**src/rtl/chan_mux_rr_pkg.sv**
```systemverilog
// Shared constants for the registered round-robin channel mux.
// Mode encodings and the select-width rule.
package chan_mux_rr_pkg;

    localparam logic MODE_SEL = 1'b0;
    localparam logic MODE_RR  = 1'b1;

    // Minimum select width able to index nch channels: ceil(log2(nch)),
    // with a floor of 1 so a two-channel mux still has a select bit.
    function automatic int sel_width(input int nch);
        int w;
        w = 1;
        while ((1 << w) < nch) w++;
        return w;
    endfunction

endpackage

```
**src/rtl/chan_mux_rr_rr_pick.sv**
```systemverilog
// Rotated priority encoder: first set request at or after ptr,
// wrapping modulo NCH.
module rr_pick
    import chan_mux_rr_pkg::*;
#(
    parameter int NCH  = 8,
    parameter int SELW = 3
) (
    input  logic [NCH-1:0]  req,
    input  logic [SELW-1:0] ptr,
    output logic            grant_valid,
    output logic [SELW-1:0] grant_idx
);

    // Scan offsets from farthest to nearest so the nearest request wins.
    always_comb begin
        int j;
        grant_valid = 1'b0;
        grant_idx   = '0;
        for (int k = NCH - 1; k >= 0; k--) begin
            j = int'(ptr) + k;
            if (j >= NCH) j = j - NCH;
            if (req[j]) begin
                grant_valid = 1'b1;
                grant_idx   = SELW'(j);
            end
        end
    end

endmodule

```
**src/rtl/chan_mux_rr.sv**
```systemverilog
// N-channel registered mux with valid/ready on every port.
// Direct-select or round-robin grant into a single output register.
module chan_mux_rr
    import chan_mux_rr_pkg::*;
#(
    parameter int WIDTH = 32,
    parameter int NCH   = 8,
    parameter int SELW  = 3
) (
    input  logic               clk,
    input  logic               reset,
    input  logic               mode,
    input  logic [SELW-1:0]    sel,
    input  logic [NCH*WIDTH-1:0] in_data,
    input  logic [NCH-1:0]     in_valid,
    output logic [NCH-1:0]     in_ready,
    output logic [WIDTH-1:0]   out_data,
    output logic [SELW-1:0]    out_chan,
    output logic               out_valid,
    input  logic               out_ready
);

    if (SELW < sel_width(NCH)) begin : g_bad_selw
        $error("chan_mux_rr: SELW too small for NCH");
    end

    logic [WIDTH-1:0] r_out_data;
    logic [SELW-1:0]  r_out_chan;
    logic             r_out_valid;
    logic [SELW-1:0]  r_rr_ptr;

    logic             w_load_en;
    logic             w_sel_valid;
    logic             w_rr_valid;
    logic [SELW-1:0]  w_rr_idx;
    logic             w_grant_valid;
    logic [SELW-1:0]  w_grant_idx;
    logic [WIDTH-1:0] w_grant_data;
    logic             w_xfer;
    logic [SELW-1:0]  w_ptr_next;

    assign w_load_en = !r_out_valid | out_ready;

    rr_pick #(
        .NCH  (NCH),
        .SELW (SELW)
    ) u_pick (
        .req         (in_valid),
        .ptr         (r_rr_ptr),
        .grant_valid (w_rr_valid),
        .grant_idx   (w_rr_idx)
    );

    // Direct-select validity; a sel beyond the last channel never matches.
    always_comb begin
        w_sel_valid = 1'b0;
        for (int i = 0; i < NCH; i++) begin
            if (sel == SELW'(i)) w_sel_valid = in_valid[i];
        end
    end

    assign w_grant_valid = (mode == MODE_RR) ? w_rr_valid : w_sel_valid;
    assign w_grant_idx   = (mode == MODE_RR) ? w_rr_idx   : sel;
    assign w_xfer        = w_load_en & w_grant_valid;

    // One-hot ready toward the granted producer, muted during reset.
    always_comb begin
        in_ready = '0;
        for (int i = 0; i < NCH; i++) begin
            in_ready[i] = w_xfer & !reset & (w_grant_idx == SELW'(i));
        end
    end

    // Data of the granted channel, feeding only the output register.
    always_comb begin
        w_grant_data = '0;
        for (int i = 0; i < NCH; i++) begin
            if (w_grant_idx == SELW'(i)) begin
                w_grant_data = in_data[i*WIDTH +: WIDTH];
            end
        end
    end

    assign w_ptr_next = (w_grant_idx == SELW'(NCH - 1)) ?
                        '0 : w_grant_idx + 1'b1;

    // Output stage: load on transfer, clear valid on a bare drain.
    always_ff @(posedge clk) begin
        if (reset) begin
            r_out_valid <= 1'b0;
            r_out_data  <= '0;
            r_out_chan  <= '0;
        end else if (w_xfer) begin
            r_out_valid <= 1'b1;
            r_out_data  <= w_grant_data;
            r_out_chan  <= w_grant_idx;
        end else if (out_ready) begin
            r_out_valid <= 1'b0;
        end
    end

    // Round-robin pointer advances past the winner of each RR transfer.
    always_ff @(posedge clk) begin
        if (reset) begin
            r_rr_ptr <= '0;
        end else if (w_xfer && mode == MODE_RR) begin
            r_rr_ptr <= w_ptr_next;
        end
    end

    assign out_data  = r_out_data;
    assign out_chan  = r_out_chan;
    assign out_valid = r_out_valid;

endmodule
```
**config.mk**
```make
export PLATFORM = sky130hd
export DESIGN_NAME = chan_mux_rr
export DESIGN_NICKNAME = d
export VERILOG_FILES = /design/src/rtl/chan_mux_rr_pkg.sv /design/src/rtl/chan_mux_rr_rr_pick.sv /design/src/rtl/chan_mux_rr.sv
export SDC_FILE = /design/constraint.sdc
export NUM_CORES = 1
export LEC_CHECK = 0
export ABC_AREA = 1
export BUFFER_PORTS_ARGS = -buffer_cell sky130_fd_sc_hd__buf_2
export CAP_MARGIN = 20
export CORE_MARGIN = 8
export CORE_UTILIZATION = 48
export CTS_CLUSTER_DIAMETER = 150
export DETAILED_ROUTE_END_ITERATION = 12
export GPL_TIMING_DRIVEN = 0
export PLACE_DENSITY = 0.83
export SLEW_MARGIN = 10
export SYNTH_ARGS = -nofsm -noshare
export SYNTH_HDL_FRONTEND = slang
export SYNTH_HIERARCHICAL = 1
export SYNTH_SLANG_ARGS = --single-unit
```
**constraint.sdc**
```tcl
create_clock -name clk -period 5.35 [get_ports clk]
set_clock_uncertainty 0.2 [all_clocks]
set_input_delay 0.2675 -clock clk [delete_from_list [all_inputs] [get_ports clk]]
set_output_delay 0.2675 -clock clk [all_outputs]
set_load 0.005 [all_outputs]
```
* After elaboration in Yosys (flattened, before gate mapping)
Cells that the tools add are included.
** Storage, ports and cells
- Word-level logic and storage cells :: 136
- Output and inout bits :: 44
- Bits in registers :: 39
- Bits of input ports :: 271
** Operators by class
- Magnitude comparators :: 16
- Add/sub/neg operators :: 16
- Multiplexer cells :: 69
- Reductions and logical operators :: 6
- Equality and inequality tests :: 14
- Bitwise operators :: 11
** Operator list (count)
- 2-to-1 mux 32 bit :: 16
- < comparator 32 x 5 -> 1 bit (second input constant) :: 8
- greater-or-equal comparator 32 x 5 -> 1 bit (second input constant) :: 7
- subtractor 32 x 5 -> 32 bit (second input constant) :: 7
- 2-to-1 mux 1 bit :: 35
- 2-to-1 mux 3 bit :: 10
- binary-select mux 1 bit (select 3 bit) :: 8
- equality test 3 bit (second input constant) :: 8
- adder 3 x 3 -> 4 bit (second input constant) :: 4
- equality test 3 x 2 -> 1 bit (second input constant) :: 4
- bitwise AND 1 bit :: 10
- adder 3 x 2 -> 4 bit (second input constant) :: 2
- equality test 3 x 1 -> 1 bit (second input constant) :: 2
- logical NOT 3 bit :: 2
- subtractor 3 x 4 -> 5 bit (second input constant) :: 1
- adder 3 x 1 -> 4 bit (second input constant) :: 1
- greater-or-equal comparator 3 x 4 -> 1 bit (second input constant) :: 1
- adder 3 x 1 -> 3 bit (second input constant) :: 1
- logical NOT 1 bit :: 2
- nonzero test 2 bit :: 1
- logical AND 1 bit :: 1
- bitwise OR 1 bit :: 1

* Logic depth before layout (Yosys ltp)
Gate-level depths: netlist of run 1.
- Depth after elaboration :: 24
- Depth in mapped cells :: 35
- Mapped depth without buffers :: 31

* Modules after synthesis
Netlist of run 1, hierarchy kept.
** By module, submodules not included
- chan_mux_rr :: seq. area each 780.7 µm², instances 1, cells an instance 998, area each 5655.4 µm²
- rr_pick :: seq. area each 0.0 µm², instances 1, cells an instance 122, area each 739.5 µm²

* Worst setup path before layout of run 1
Ideal clock, no wire load.
- Kind :: reg-to-reg
- Start point :: register r_rr_ptr[0]
- End point :: register r_out_data[14], in the netlist out_data[14]
- Data required time :: 5028 ps
- Data arrival time :: 3740 ps
- Slack :: 1288 ps
- Library setup time :: 122 ps
- Period minus slack after synthesis :: 4062 ps
- Cell stages (with the launch flop) :: 23
- Path buffers :: 4
- Path through :: dfxtp_1 > buf_6 > inv_8 > ha_1 > buf_4 > inv_2 > nand3_2 > and2_4 > nand2_4 > nand2_4 > nor2_4 > inv_2 > o21ai_2 > o21ai_1 > or2_2 > o21ai_0 > inv_1 > ha_1 > ha_1 > buf_2 > dlygate4sd3_1 > a21oi_1 > a21oi_2
** On the way
- Word-level cells in the longest chain between the ends :: 24
- Elaborated cells on any way between the ends :: 90
- Classes of those cells :: 15 x add/sub; 8 x order compare; 7 x eq/ne; 58 x mux; 1 x bitwise; 1 x reduce/logical
** Ends and longest elaborated chain
- from (decl) :: RTL line chan_mux_rr.sv:30 : logic [SELW-1:0] r_rr_ptr;
- from (signal assigned) :: RTL line chan_mux_rr.sv:107 : r_rr_ptr <= w_ptr_next;
- adder 3 x 3 -> 4 bit :: RTL line chan_mux_rr_rr_pick.sv:21 : j = int'(ptr) + k;
- subtractor 32 x 5 -> 32 bit / greater-or-equal comparator 32 x 5 -> 1 bit (equally long branches) :: RTL line chan_mux_rr_rr_pick.sv:22 : if (j >= NCH) j = j - NCH;
- 2-to-1 mux 32 bit :: RTL line chan_mux_rr_rr_pick.sv:22
- binary-select mux 1 bit (select 3 bit) :: RTL line chan_mux_rr_rr_pick.sv:23 : if (req[j]) begin
- 2-to-1 mux 1 bit (implied by the code) (2 in series) :: RTL line chan_mux_rr_rr_pick.sv:23
- 2-to-1 mux 3 bit (7 in series) :: RTL line chan_mux_rr_rr_pick.sv:23
- 2-to-1 mux 3 bit * :: RTL line chan_mux_rr_rr_pick.sv:23
- via w_rr_idx[0] :: RTL line chan_mux_rr.sv:35 : logic [SELW-1:0] w_rr_idx;
- 2-to-1 mux 3 bit * :: RTL line chan_mux_rr.sv:63 : assign w_grant_idx = (mode == MODE_RR) ? w_rr_idx : sel;
- via w_grant_idx[0] :: RTL line chan_mux_rr.sv:37 : logic [SELW-1:0] w_grant_idx;
- logical NOT 3 bit :: RTL line chan_mux_rr.sv:78 : if (w_grant_idx == SELW'(i)) begin
- 2-to-1 mux 32 bit (7 in series) :: RTL line chan_mux_rr.sv:78
- 2-to-1 mux 32 bit * :: RTL line chan_mux_rr.sv:78
- to (signal assigned) :: RTL line chan_mux_rr.sv:95 : r_out_data <= w_grant_data;
- to (decl) :: RTL line chan_mux_rr.sv:27 : logic [WIDTH-1:0] r_out_data;
The timed path passes the listed nets; every way through them passes the cells marked *. The select of a mux whose other input is x is not followed.
A chain may end at the register's enable or synchronous reset.

* Final worst setup path of run 1
- Start point :: register r_rr_ptr[1]
- End point :: register r_out_data[27], in the netlist out_data[27]
The elaborated chain is that of the path after synthesis.

==> flow_summary_export.csv, run 1 <==
group,metric,value,unit
status,status,"finished, final reports clean",
power_and_ir_drop,powerDensity,391.1,nW/um^2
floorplan,io_pins,315,
placement,place_hpwl,22.60,mm
layout,drive_gt1_frac,0.3419,
layout,final_nets,1720,
setup_path,cp_common_cell,"nand2_1",
global_route,grt_pass1_vias,8446,
detailed_routing,avgRoutedWirePerCell,16.41,um
power_and_ir_drop,p_leak,5.131,nW
sta,finalSetupViolations,0,
detailed_routing,routed_wl,26.66,mm
floorplan,die_area,17270,um^2
global_route,grt-ovfl-total,0,
yosys,yosysSeqAreaShare,0.1221,
power_and_ir_drop,ir_drop,0.0002057,V
yosys,ys_async_sr_fraction,0,
setup_path,critPathMaxFanout,10,
floorplan,start_util,0.4868,
sta,period_minus_slack,4907,ps
flow_run,maxCapViolations,0,
detailed_routing,antenna_left,0,
sta,rsz0062_at_grt,"false",
yosys,yosys-top-cells-area,"nand2_1 (22%), dfxtp_1 (12%), inv_1 (10%), nand3_2 (6.6%), a21oi_1 (6.3%)",
yosys,netlist_instances,1120,
detailed_routing,drt_first_iter_violations,601,
clock_network,cts_tree,"yes",
floorplan,die_w,131.4,um
sta,finalCritPeriodShare,0.9172,
yosys,synth_cell_type_count,45,
yosys,yosysTopAreaCell,"nand2_1",
clock_network,cts.path.max_buffers,2,
detailed_routing,vias,8310,
yosys,ys_ff_latch,39,
detailed_routing,avgViaCountPerCell,5.117,
placement,gp_congestion,0.9427,
setup_path,criticalPathCategory,"reg -> reg",
yosys,synth.avg_cell_area,5.710,um^2
global_route,grt_first_pass_wirelength,42.37,mm
sta,max_clock_freq,203.8,MHz
yosys,synth_edf_count,0,
placement,port_buffers,314,
setup_path,critPathSlowestCell,"dfxtp_1",
global_route,track_usage,0.2979,
floorplan,rows,42,
sta,slew_headroom,0.5175,
setup_path,end_kind,"flip-flop",
yosys,synth_common_cells,"nand2_1 (369), inv_1 (178), a21oi_1 (80), nand3_1 (64), nand4_1 (63)",
setup_path,required,5370,ps
yosys,netlist_area,6395,um^2
clock_network,clk_transition_reported_paths,60,ps
clock_network,cts_num_sinks,39,
detailed_routing,first_pass_iters,6,
global_route,antenna_found_initial,10,
global_route,grt_max_degree,13,
sta,final_hold_viol_count,0,
clock_network,cts-buffers-inserted,5,
clock_network,cts_root_buf,"clkbuf_16",
yosys,yosysTopAreaCellShare,0.2166,
setup_path,start_kind,"flip-flop",
layout,area_growth,30.99,%
detailed_routing,route.detailed.drc,0,
sta,finalMaxSlewViolations,0,
sta,tns,0,ps
power_and_ir_drop,power,0.003276,W
clock_network,htreeDepth,2,
floorplan,die_h,131.4,um
floorplan,core-area,13140,um^2
clock_network,clkLatencyLatePin,280,ps
setup_path,critPathMaxStageDelay,370,ps
yosys,synth_fp_nets,1399,
yosys,yosys_warnings,6,
yosys,ys.flop_type,"dfxtp_1",
yosys,yosysMostFrequentCell,"nand2_1",
sta,tightestPinTransition,716.2,ps
setup_path,critPathArrivalTime,4930,ps
hold_path,hp-class,"in -> reg",
## metrics by stage
step | hold slack (ps) | instances | utilization | setup slack [ps] | area (um^2)
final | 38.92 | 1624 | 0.6376 | 443.2 | 8377
after detailed placement | 290.0 | 1610 | 0.6231 | 415.5 | 8187
after global routing | 37.05 | 1624 | 0.6376 | 36.65 | 8377
after global placement | 277.4 | 1610 | 0.6231 | 500.6 | 8187
after CTS | 36.48 | 1618 | 0.6364 | 400.2 | 8361
after floorplan | 136.6 | 1120 | - | 1288 | 6395
## cells by family (layout without fill, tap and decap cells)
kind of cell             after synthesis  after routing  synth area share
AND/OR/NAND/NOR                      613            613            0.4643
XOR/XNOR                               1              1          0.004305
AO/OA/AOI/OAI                        186            186            0.1653
adder cells (fa/ha/maj)                8              8           0.01565
buffers and inverters                273            595            0.2283
flip-flops                            39             39            0.1221
other                                  0              6                 0
## cells in the final DEF (no fill, tap or decap), drive strengths merged
cell type     synthesis  routed
nor4                  1       1
dfxtp                39      39
diode                 0       6
o21ai                72      72
ha                    8       8
nand3               106     106
dlygate4sd1           4       4
clkinv                1       2
inv                 190     190
clkbuf               32      39
buf                  42     355
dlymetal6s2s          3       3
nor2                 45      45
a31oi                 1       1
a21oi               111     111
nand4                66      66
and2                  1       1
nand2               389     389
or2                   3       3
bufinv                0       1
nor3                  2       2
dlygate4sd3           1       1
xnor2                 1       1
a211oi                2       2
## what timing repair did
item | CTS | global route
gates resized for setup | 0 | 1
endpoints found under the setup margin | 0 | 4
hold buffers | 0 | 0
buffers inserted | 0 | 0
## report_power, final
| group | switching (W) | internal [W] | total (W) |
|---|---|---|---|
| Sequential | 0.0000425 | 0.000375 | 0.000418 |
| Combinational | 0.00157 | 0.000942 | 0.00251 |
| Clock | 0.000119 | 0.000232 | 0.000351 |
| Total | 0.00173 | 0.00155 | 0.00328 |
## worst paths after layout
kind / start / slack [ps] / depth (start not counted) / to
worst min register to register: out_chan[0]$_SDFFE_PP0P_ / 300 / 2 / out_chan[0]$_SDFFE_PP0P_
worst max-delay path: r_rr_ptr[1]$_SDFFE_PP0P_ / 440 / 31 / out_data[27]$_SDFFE_PP0P_
worst min-delay path: reset / 40 / 2 / r_rr_ptr[1]$_SDFFE_PP0P_
worst max register to register: r_rr_ptr[1]$_SDFFE_PP0P_ / 440 / 31 / out_data[27]$_SDFFE_PP0P_
## metal layers
layer | vias to the layer above | track usage | wire length, um
met5 | - | 0 | 51
met2 | 383 | 0.5380 | 13350
met4 | 8 | 0.1123 | 880
met3 | 64 | 0.07012 | 2243
met1 | 3661 | 0.3314 | 10130
li1 | 4194 | - | -
## flip-flops by register name, summed over array words and instances, names as in the netlist
signal and cells:
out_valid 1, out_data 32, r_rr_ptr 3, out_chan 3
## worst max-delay path: cells and delay by family (launching register included)
kind	cells	cell delay [ps]
adder cells (fa/ha/maj)	3	740
AO/OA/AOI/OAI	4	620
buffers and inverters	10	1590
flip-flops	1	370
AND/OR/NAND/NOR	14	1340
## area by class of cell
cell class	instances	area (um^2)
inverter	191	726.9
tap	176	220.2
antenna	6	15.01
timing repair buffer	314	1572
sequential	39	780.7
clock buffer	6	138.9
buffer	82	734.5
clock inverter	2	35.03
multi-input combinational	808	4154
fill	1331	4761
No activity file was read; power rests on OpenSTA's default activity.
==> inputs of run 2 (changes only) <==
--- a/config.mk
+++ b/config.mk
@@ -5,15 +5,14 @@
 export SDC_FILE = /design/constraint.sdc
 export NUM_CORES = 1
 export LEC_CHECK = 0
-export ABC_AREA = 1
 export BUFFER_PORTS_ARGS = -buffer_cell sky130_fd_sc_hd__buf_2
 export CAP_MARGIN = 20
-export CORE_MARGIN = 8
-export CORE_UTILIZATION = 48
+export CORE_AREA = 8 8 115 117
 export CTS_CLUSTER_DIAMETER = 150
 export DETAILED_ROUTE_END_ITERATION = 12
+export DIE_AREA = 0 0 123 125
 export GPL_TIMING_DRIVEN = 0
-export PLACE_DENSITY = 0.83
+export PLACE_DENSITY = 0.77
 export SLEW_MARGIN = 10
 export SYNTH_ARGS = -nofsm -noshare
 export SYNTH_HDL_FRONTEND = slang
==> flow_summary_export.csv, run 2 <==
group,metric,value,unit
yosys,yosys-top-cells-area,"dfxtp_1 (18%), nor2b_1 (9.6%), a221oi_1 (6.6%), nor2_1 (6.6%), o311ai_1 (6.0%)",
global_route,track_usage,0.2672,
layout,final_util,0.5470,
clock_network,clk_transition_reported_paths,60,ps
setup_path,critPathMaxFanout,10,
sta,slew_headroom,0.6001,
power_and_ir_drop,switching_share,0.4795,
layout,multi_input_area,3328,um^2
status,status,"finished, final reports clean",
power_and_ir_drop,p_leak,3.004,nW
detailed_routing,avgRoutedWirePerCell,20.31,um
global_route,grt_max_degree,13,
floorplan,die_h,125,um
layout,post-route-cell-area,6351,um^2
yosys,synth_edf_count,0,
sta,finalSetupViolations,0,
sta,final_hold_viol_count,0,
clock_network,cts_tree,"yes",
power_and_ir_drop,ir_drop,0.0001631,V
detailed_routing,first_pass_iters,5,
hold_path,hp-class,"in -> reg",
floorplan,start_util,0.3797,
layout,regArea,780.7,um^2
detailed_routing,antenna_left,0,
yosys,yosysTopAreaCellShare,0.1771,
setup_path,timing.rr.start,"r_rr_ptr[1]$_SDFFE_PP0P_",
sta,finalCritPeriodShare,0.9523,
sta,tightestPinTransition,599.9,ps
placement,port_buffers,312,
setup_path,startpoint,"r_rr_ptr[1]$_SDFFE_PP0P_",
yosys,netlist_area,4409,um^2
sta,period_minus_slack,5095,ps
setup_path,criticalPathCategory,"reg -> reg",
layout,drive_gt1_frac,0.4166,
flow_run,maxCapViolations,0,
global_route,grt_pass1_vias,6026,
setup_path,start_kind,"flip-flop",
sta,setup_ws,254.9,ps
layout,stdcell_count,1064,
placement,gp_congestion,0.8951,
floorplan,core-area,11610,um^2
clock_network,clkLatencyLatePin,280,ps
floorplan,die_area,15380,um^2
detailed_routing,drt_first_iter_violations,508,
yosys,synth.avg_cell_area,7.373,um^2
clock_network,cts-buffers-inserted,5,
sta,finalMaxSlewViolations,0,
placement,place_inst,1057,
yosys,synth_common_cells,"nor2_1 (77), nor2b_1 (68), a21oi_1 (43), nand2_1 (41), dfxtp_1 (39)",
yosys,ys.flop_type,"dfxtp_1",
yosys,netlist_instances,598,
power_and_ir_drop,p_sw,0.001271,W
yosys,yosysTopAreaCell,"dfxtp_1",
placement,place_hpwl,17.64,mm
detailed_routing,route.detailed.drc,0,
global_route,grt-ovfl-total,0,
clock_network,cts_num_sinks,39,
yosys,yosysMostFrequentCell,"nor2_1",
clock_network,cts_root_buf,"clkbuf_16",
detailed_routing,routed_wl,21.61,mm
power_and_ir_drop,powerDensity,417.3,nW/um^2
yosys,yosysSeqAreaShare,0.1771,
floorplan,rows,40,
layout,nFillCells,1191,
hold_path,hp-start,"in_data[219]",
floorplan,die_w,123,um
layout,largest_reg_flops,32,
setup_path,critPathArrivalTime,5090,ps
power_and_ir_drop,combinationalPowerShare,0.725,
clock_network,htreeDepth,2,
global_route,grt_first_pass_wirelength,32.33,mm
detailed_routing,avgViaCountPerCell,5.682,
power_and_ir_drop,pwr-share-clk,0.110,
sta,max_clock_freq,196.3,MHz
yosys,ys_ff_latch,39,
yosys,synth_fp_nets,877,
layout,area_growth,44.04,%
setup_path,required,5340,ps
clock_network,cts.path.max_buffers,2,
layout,final_nets,1195,
sta,holdWs,69.01,ps
layout,final_common_cell,"buf_2",
setup_path,end_kind,"flip-flop",
yosys,yosys_warnings,6,
placement,place_ws,-606.1,ps
power_and_ir_drop,p_int,0.001379,W
detailed_routing,vias,6046,
layout,final_cell_mix,"buf_2 (328), nor2_1 (77), nor2b_1 (68)",
layout,antennaDiodeCount,0,
floorplan,io_pins,315,
yosys,synth_cell_type_count,60,
yosys,ys_async_sr_fraction,0,
power_and_ir_drop,seqPwrFrac,0.164,
placement,placed_cell_area,6155,um^2
sta,rsz0062_at_grt,"true",
global_route,antenna_found_initial,0,
## run 2: cell type report
type,count,area share
clock inverter,2,0.001970
clock buffer,6,0.02029
buffer,59,0.04945
tap,147,0.02896
multi-input combinational,489,0.5240
inverter,9,0.005319
timing repair buffer,313,0.2470
sequential,39,0.1229
## run 2: kinds of logic (layout without fill, tap and decap cells)
group,Yosys count,after routing,share of synthesized area
AOI/OAI and AO/OA,198,198,0.3215
and+or+nand+nor,253,253,0.2965
DFF,39,39,0.1771
adders and majority gates,8,8,0.02270
muxes,27,27,0.09932
xor gates and xnor gates,3,3,0.005960
buffers and inverters,70,389,0.07690
## run 2: timing repair
item | CTS | global route
gates resized for setup | 10 | 20
pin swaps | 0 | 2
hold buffers | 0 | 0
setup buffers | 0 | 1
endpoints found under the setup margin | 35 | 35
cloned | 0 | 0
## run 2: path summary, 6_finish.rpt
kind                                to  slack (ps)  cells after the start
max          out_data[29]$_SDFFE_PP0P_         250                     20
min          out_data[27]$_SDFFE_PP0P_          70                      3
max reg2reg  out_data[29]$_SDFFE_PP0P_         250                     20
min reg2reg  out_data[20]$_SDFFE_PP0P_         290                      2
## run 2: layer usage
layer	global-route usage	share of wire
met2	0.4640	0.50
met3	0.06256	0.089
met1	0.3129	0.39
met4	0.08788	0.027
met5	0	0
## run 2: stage by stage
stage,setup TNS (ps),total power (W)
after floorplan,0,0.001680
after global placement,-13620,0.002281
after detailed placement,-16000,0.002296
after CTS,0,0.002616
after global routing,-48.28,0.002859
final,0,0.002650
## run 2: power by group through the flow
| stage | sequential [W] | combinational [W] | clock, W |
|---|---|---|---|
| after floorplan | 0.000445 | 0.00123 | 0 |
| after global placement | 0.000435 | 0.00185 | 0 |
| after detailed placement | 0.000438 | 0.00186 | 0 |
| after CTS | 0.000434 | 0.00188 | 0.000298 |
| after global routing | 0.000446 | 0.00210 | 0.000310 |
| final | 0.000436 | 0.00192 | 0.000292 |
## run 2: worst max-delay path, stage by stage (launching register included)
cell,delay [ps]
dfxtp_1,350
buf_4,160
buf_4,180
inv_1,150
ha_4,370
mux4_2,390
mux2_4,320
o21ai_2,150
a31oi_1,90
o21bai_1,150
mux2_1,380
mux2i_4,210
inv_1,110
ha_1,220
buf_2,190
inv_1,180
clkbuf_1,450
o22ai_1,170
a21oi_1,250
a21boi_1,120
nor4_1,210
==> inputs of run 3 (changes only) <==
--- a/config.mk
+++ b/config.mk
@@ -6,7 +6,6 @@
 export NUM_CORES = 1
 export LEC_CHECK = 0
 export BUFFER_PORTS_ARGS = -buffer_cell sky130_fd_sc_hd__buf_2
-export CAP_MARGIN = 20
 export CORE_AREA = 8 8 115 117
 export CTS_CLUSTER_DIAMETER = 150
 export DETAILED_ROUTE_END_ITERATION = 12
==> constraint.sdc (replaced) <==
create_clock -name clk -period 5.35 [get_ports clk]
set_clock_uncertainty 0.2 [all_clocks]
set_input_delay 0.2675 -clock clk [delete_from_list [all_inputs] [get_ports clk]]
set_output_delay 0.2675 -clock clk [all_outputs]
set_load 0.05 [all_outputs]
==> flow_summary_export.csv, run 3 (synthesis gave the netlist of run 2 again) <==
group,metric,value,unit
status,status,"finished, final reports clean",
floorplan,die_area,15380,um^2
setup_path,end_kind,"flip-flop",
floorplan,die_w,123,um
clock_network,cts_tree,"yes",
power_and_ir_drop,powerDensity,467.1,nW/um^2
power_and_ir_drop,ir_drop,0.0002007,V
clock_network,holdBufCountCts,0,
global_route,track_usage,0.2672,
layout,post-route-cell-area,6352,um^2
layout,area_growth,44.07,%
layout,final_cell_mix,"buf_2 (329), nor2_1 (77), nor2b_1 (68)",
placement,placed_cell_area,6155,um^2
sta,slew_headroom,0.6044,
power_and_ir_drop,p_leak,3.008,nW
setup_path,critPathArrivalTime,5050,ps
layout,antennaDiodeCount,0,
layout,final_common_cell,"buf_2",
clock_network,clk_transition_reported_paths,60,ps
power_and_ir_drop,p_sw,0.001586,W
clock_network,cts-buffers-inserted,5,
setup_path,critPathMaxStageDelay,390,ps
clock_network,clkLatencyLatePin,280,ps
setup_path,critPathSlowestCell,"mux4_2",
layout,drive_gt1_frac,0.4177,
clock_network,cts.path.max_buffers,2,
hold_path,hp-class,"in -> reg",
power_and_ir_drop,pwr-share-clk,0.098,
setup_path,criticalPathCategory,"reg -> reg",
layout,final_util,0.5471,
placement,place_hpwl,17.64,mm
detailed_routing,drt_first_iter_violations,525,
sta,rsz0062_at_grt,"true",
detailed_routing,routed_wl,21.63,mm
sta,finalSetupViolations,0,
power_and_ir_drop,p_int,0.001382,W
setup_path,critPathMaxFanout,10,
floorplan,start_util,0.3797,
floorplan,core-area,11610,um^2
global_route,grt-ovfl-total,0,
detailed_routing,vias,6041,
setup_path,critPathTopFamily,"multiplexers",
setup_path,path_buf_inv,5,
detailed_routing,first_pass_iters,5,
detailed_routing,avgViaCountPerCell,5.678,
detailed_routing,avgRoutedWirePerCell,20.33,um
flow_run,maxCapViolations,0,
sta,finalCritPeriodShare,0.9488,
power_and_ir_drop,seqPwrFrac,0.147,
placement,port_buffers,312,
sta,max_clock_freq,197.0,MHz
detailed_routing,route.detailed.drc,0,
detailed_routing,antenna_left,0,
power_and_ir_drop,combinationalPowerShare,0.755,
floorplan,die_h,125,um
global_route,grt_first_pass_wirelength,32.33,mm
setup_path,critical_path.cell_chain,"buf_4, buf_4, inv_1, ha_4, mux4_2, mux2_4, o21ai_2, a31oi_1, o21bai_1, mux2_1, mux2i_4, inv_1, ha_1, ha_1, nand2b_4, buf_6, o311ai_1, a21boi_1, nor4_1",
setup_path,start_kind,"flip-flop",
layout,largest_reg_flops,32,
sta,finalMaxSlewViolations,0,
sta,period_minus_slack,5076,ps
power_and_ir_drop,switching_share,0.5343,
global_route,grt_pass1_vias,6026,
clock_network,htreeDepth,2,
layout,final_nets,1195,
setup_path,required,5320,ps
clock_network,cts_root_buf,"clkbuf_16",
sta,tightestPinTransition,593.3,ps
clock_network,cts_num_sinks,39,
global_route,grt_max_degree,13,
floorplan,io_pins,315,
placement,gp_congestion,0.8951,
global_route,antenna_found_initial,0,
sta,final_hold_viol_count,0,
floorplan,rows,40,
[run 3: tightest hold or removal path, stage by stage]
cell and delay [ps]:
buf_2 90, nor2_1 90, nor4_1 50
[run 3: cell type report]
cell class / count / area, um^2
timing repair buffer: 313 / 1569
inverter: 9 / 33.78
fill: 1190 / 5259
clock inverter: 2 / 12.51
sequential: 39 / 780.7
tap: 147 / 183.9
clock buffer: 6 / 128.9
multi-input combinational: 489 / 3328
buffer: 59 / 315.3
[run 3: stage by stage]
stage               total power [W]  TNS, ps  hold WS [ps]  worst slack, ps  cells
floorplan                  0.001998        0         248.3            581.5    598
global placement           0.002600   -13620         276.5           -526.5   1057
detailed placement         0.002615   -16100         278.2           -606.1   1057
CTS                        0.002936        0         66.06            76.85   1064
global route               0.003179   -48.28         70.77           -42.91   1064
finish                     0.002967        0         71.00            273.7   1064
[run 3: timing repair]
action | 4_1_cts | 5_1_grt
gates resized for setup | 11 | 21
endpoints found under the setup margin | 37 | 35
setup buffers | 0 | 1
cloned | 0 | 0
pin swaps | 0 | 2
endpoints found under the hold margin | 0 | 0
[run 3: worst paths after layout]
check | startpoint | endpoint | slack [ps] | cells past startpoint
worst min register to register | out_data[20]$_SDFFE_PP0P_ | out_data[20]$_SDFFE_PP0P_ | 290 | 2
worst max register to register | r_rr_ptr[1]$_SDFFE_PP0P_ | out_data[15]$_SDFFE_PP0P_ | 270 | 19
worst max-delay path | r_rr_ptr[1]$_SDFFE_PP0P_ | out_data[15]$_SDFFE_PP0P_ | 270 | 19
worst min-delay path | in_data[219] | out_data[27]$_SDFFE_PP0P_ | 70 | 3
[run 3: routing by layer]
metal	vias to the layer above	routed length [um]	global-route usage
met5	-	0	0
met3	36	1975	0.06256
met2	333	10770	0.4640
met1	2769	8277	0.3129
met4	0	601	0.08788
li1	2903	-	-
[run 3: power by group through the flow]
stage	combinational [W]	clock (W)	sequential [W]
3_5_place_dp	0.00218	0	0.000438
5_1_grt	0.00242	0.000310	0.000446
3_3_place_gp	0.00216	0	0.000435
6_report	0.00224	0.000291	0.000435
4_1_cts	0.00220	0.000298	0.000434
2_1_floorplan	0.00126	0	0.000742
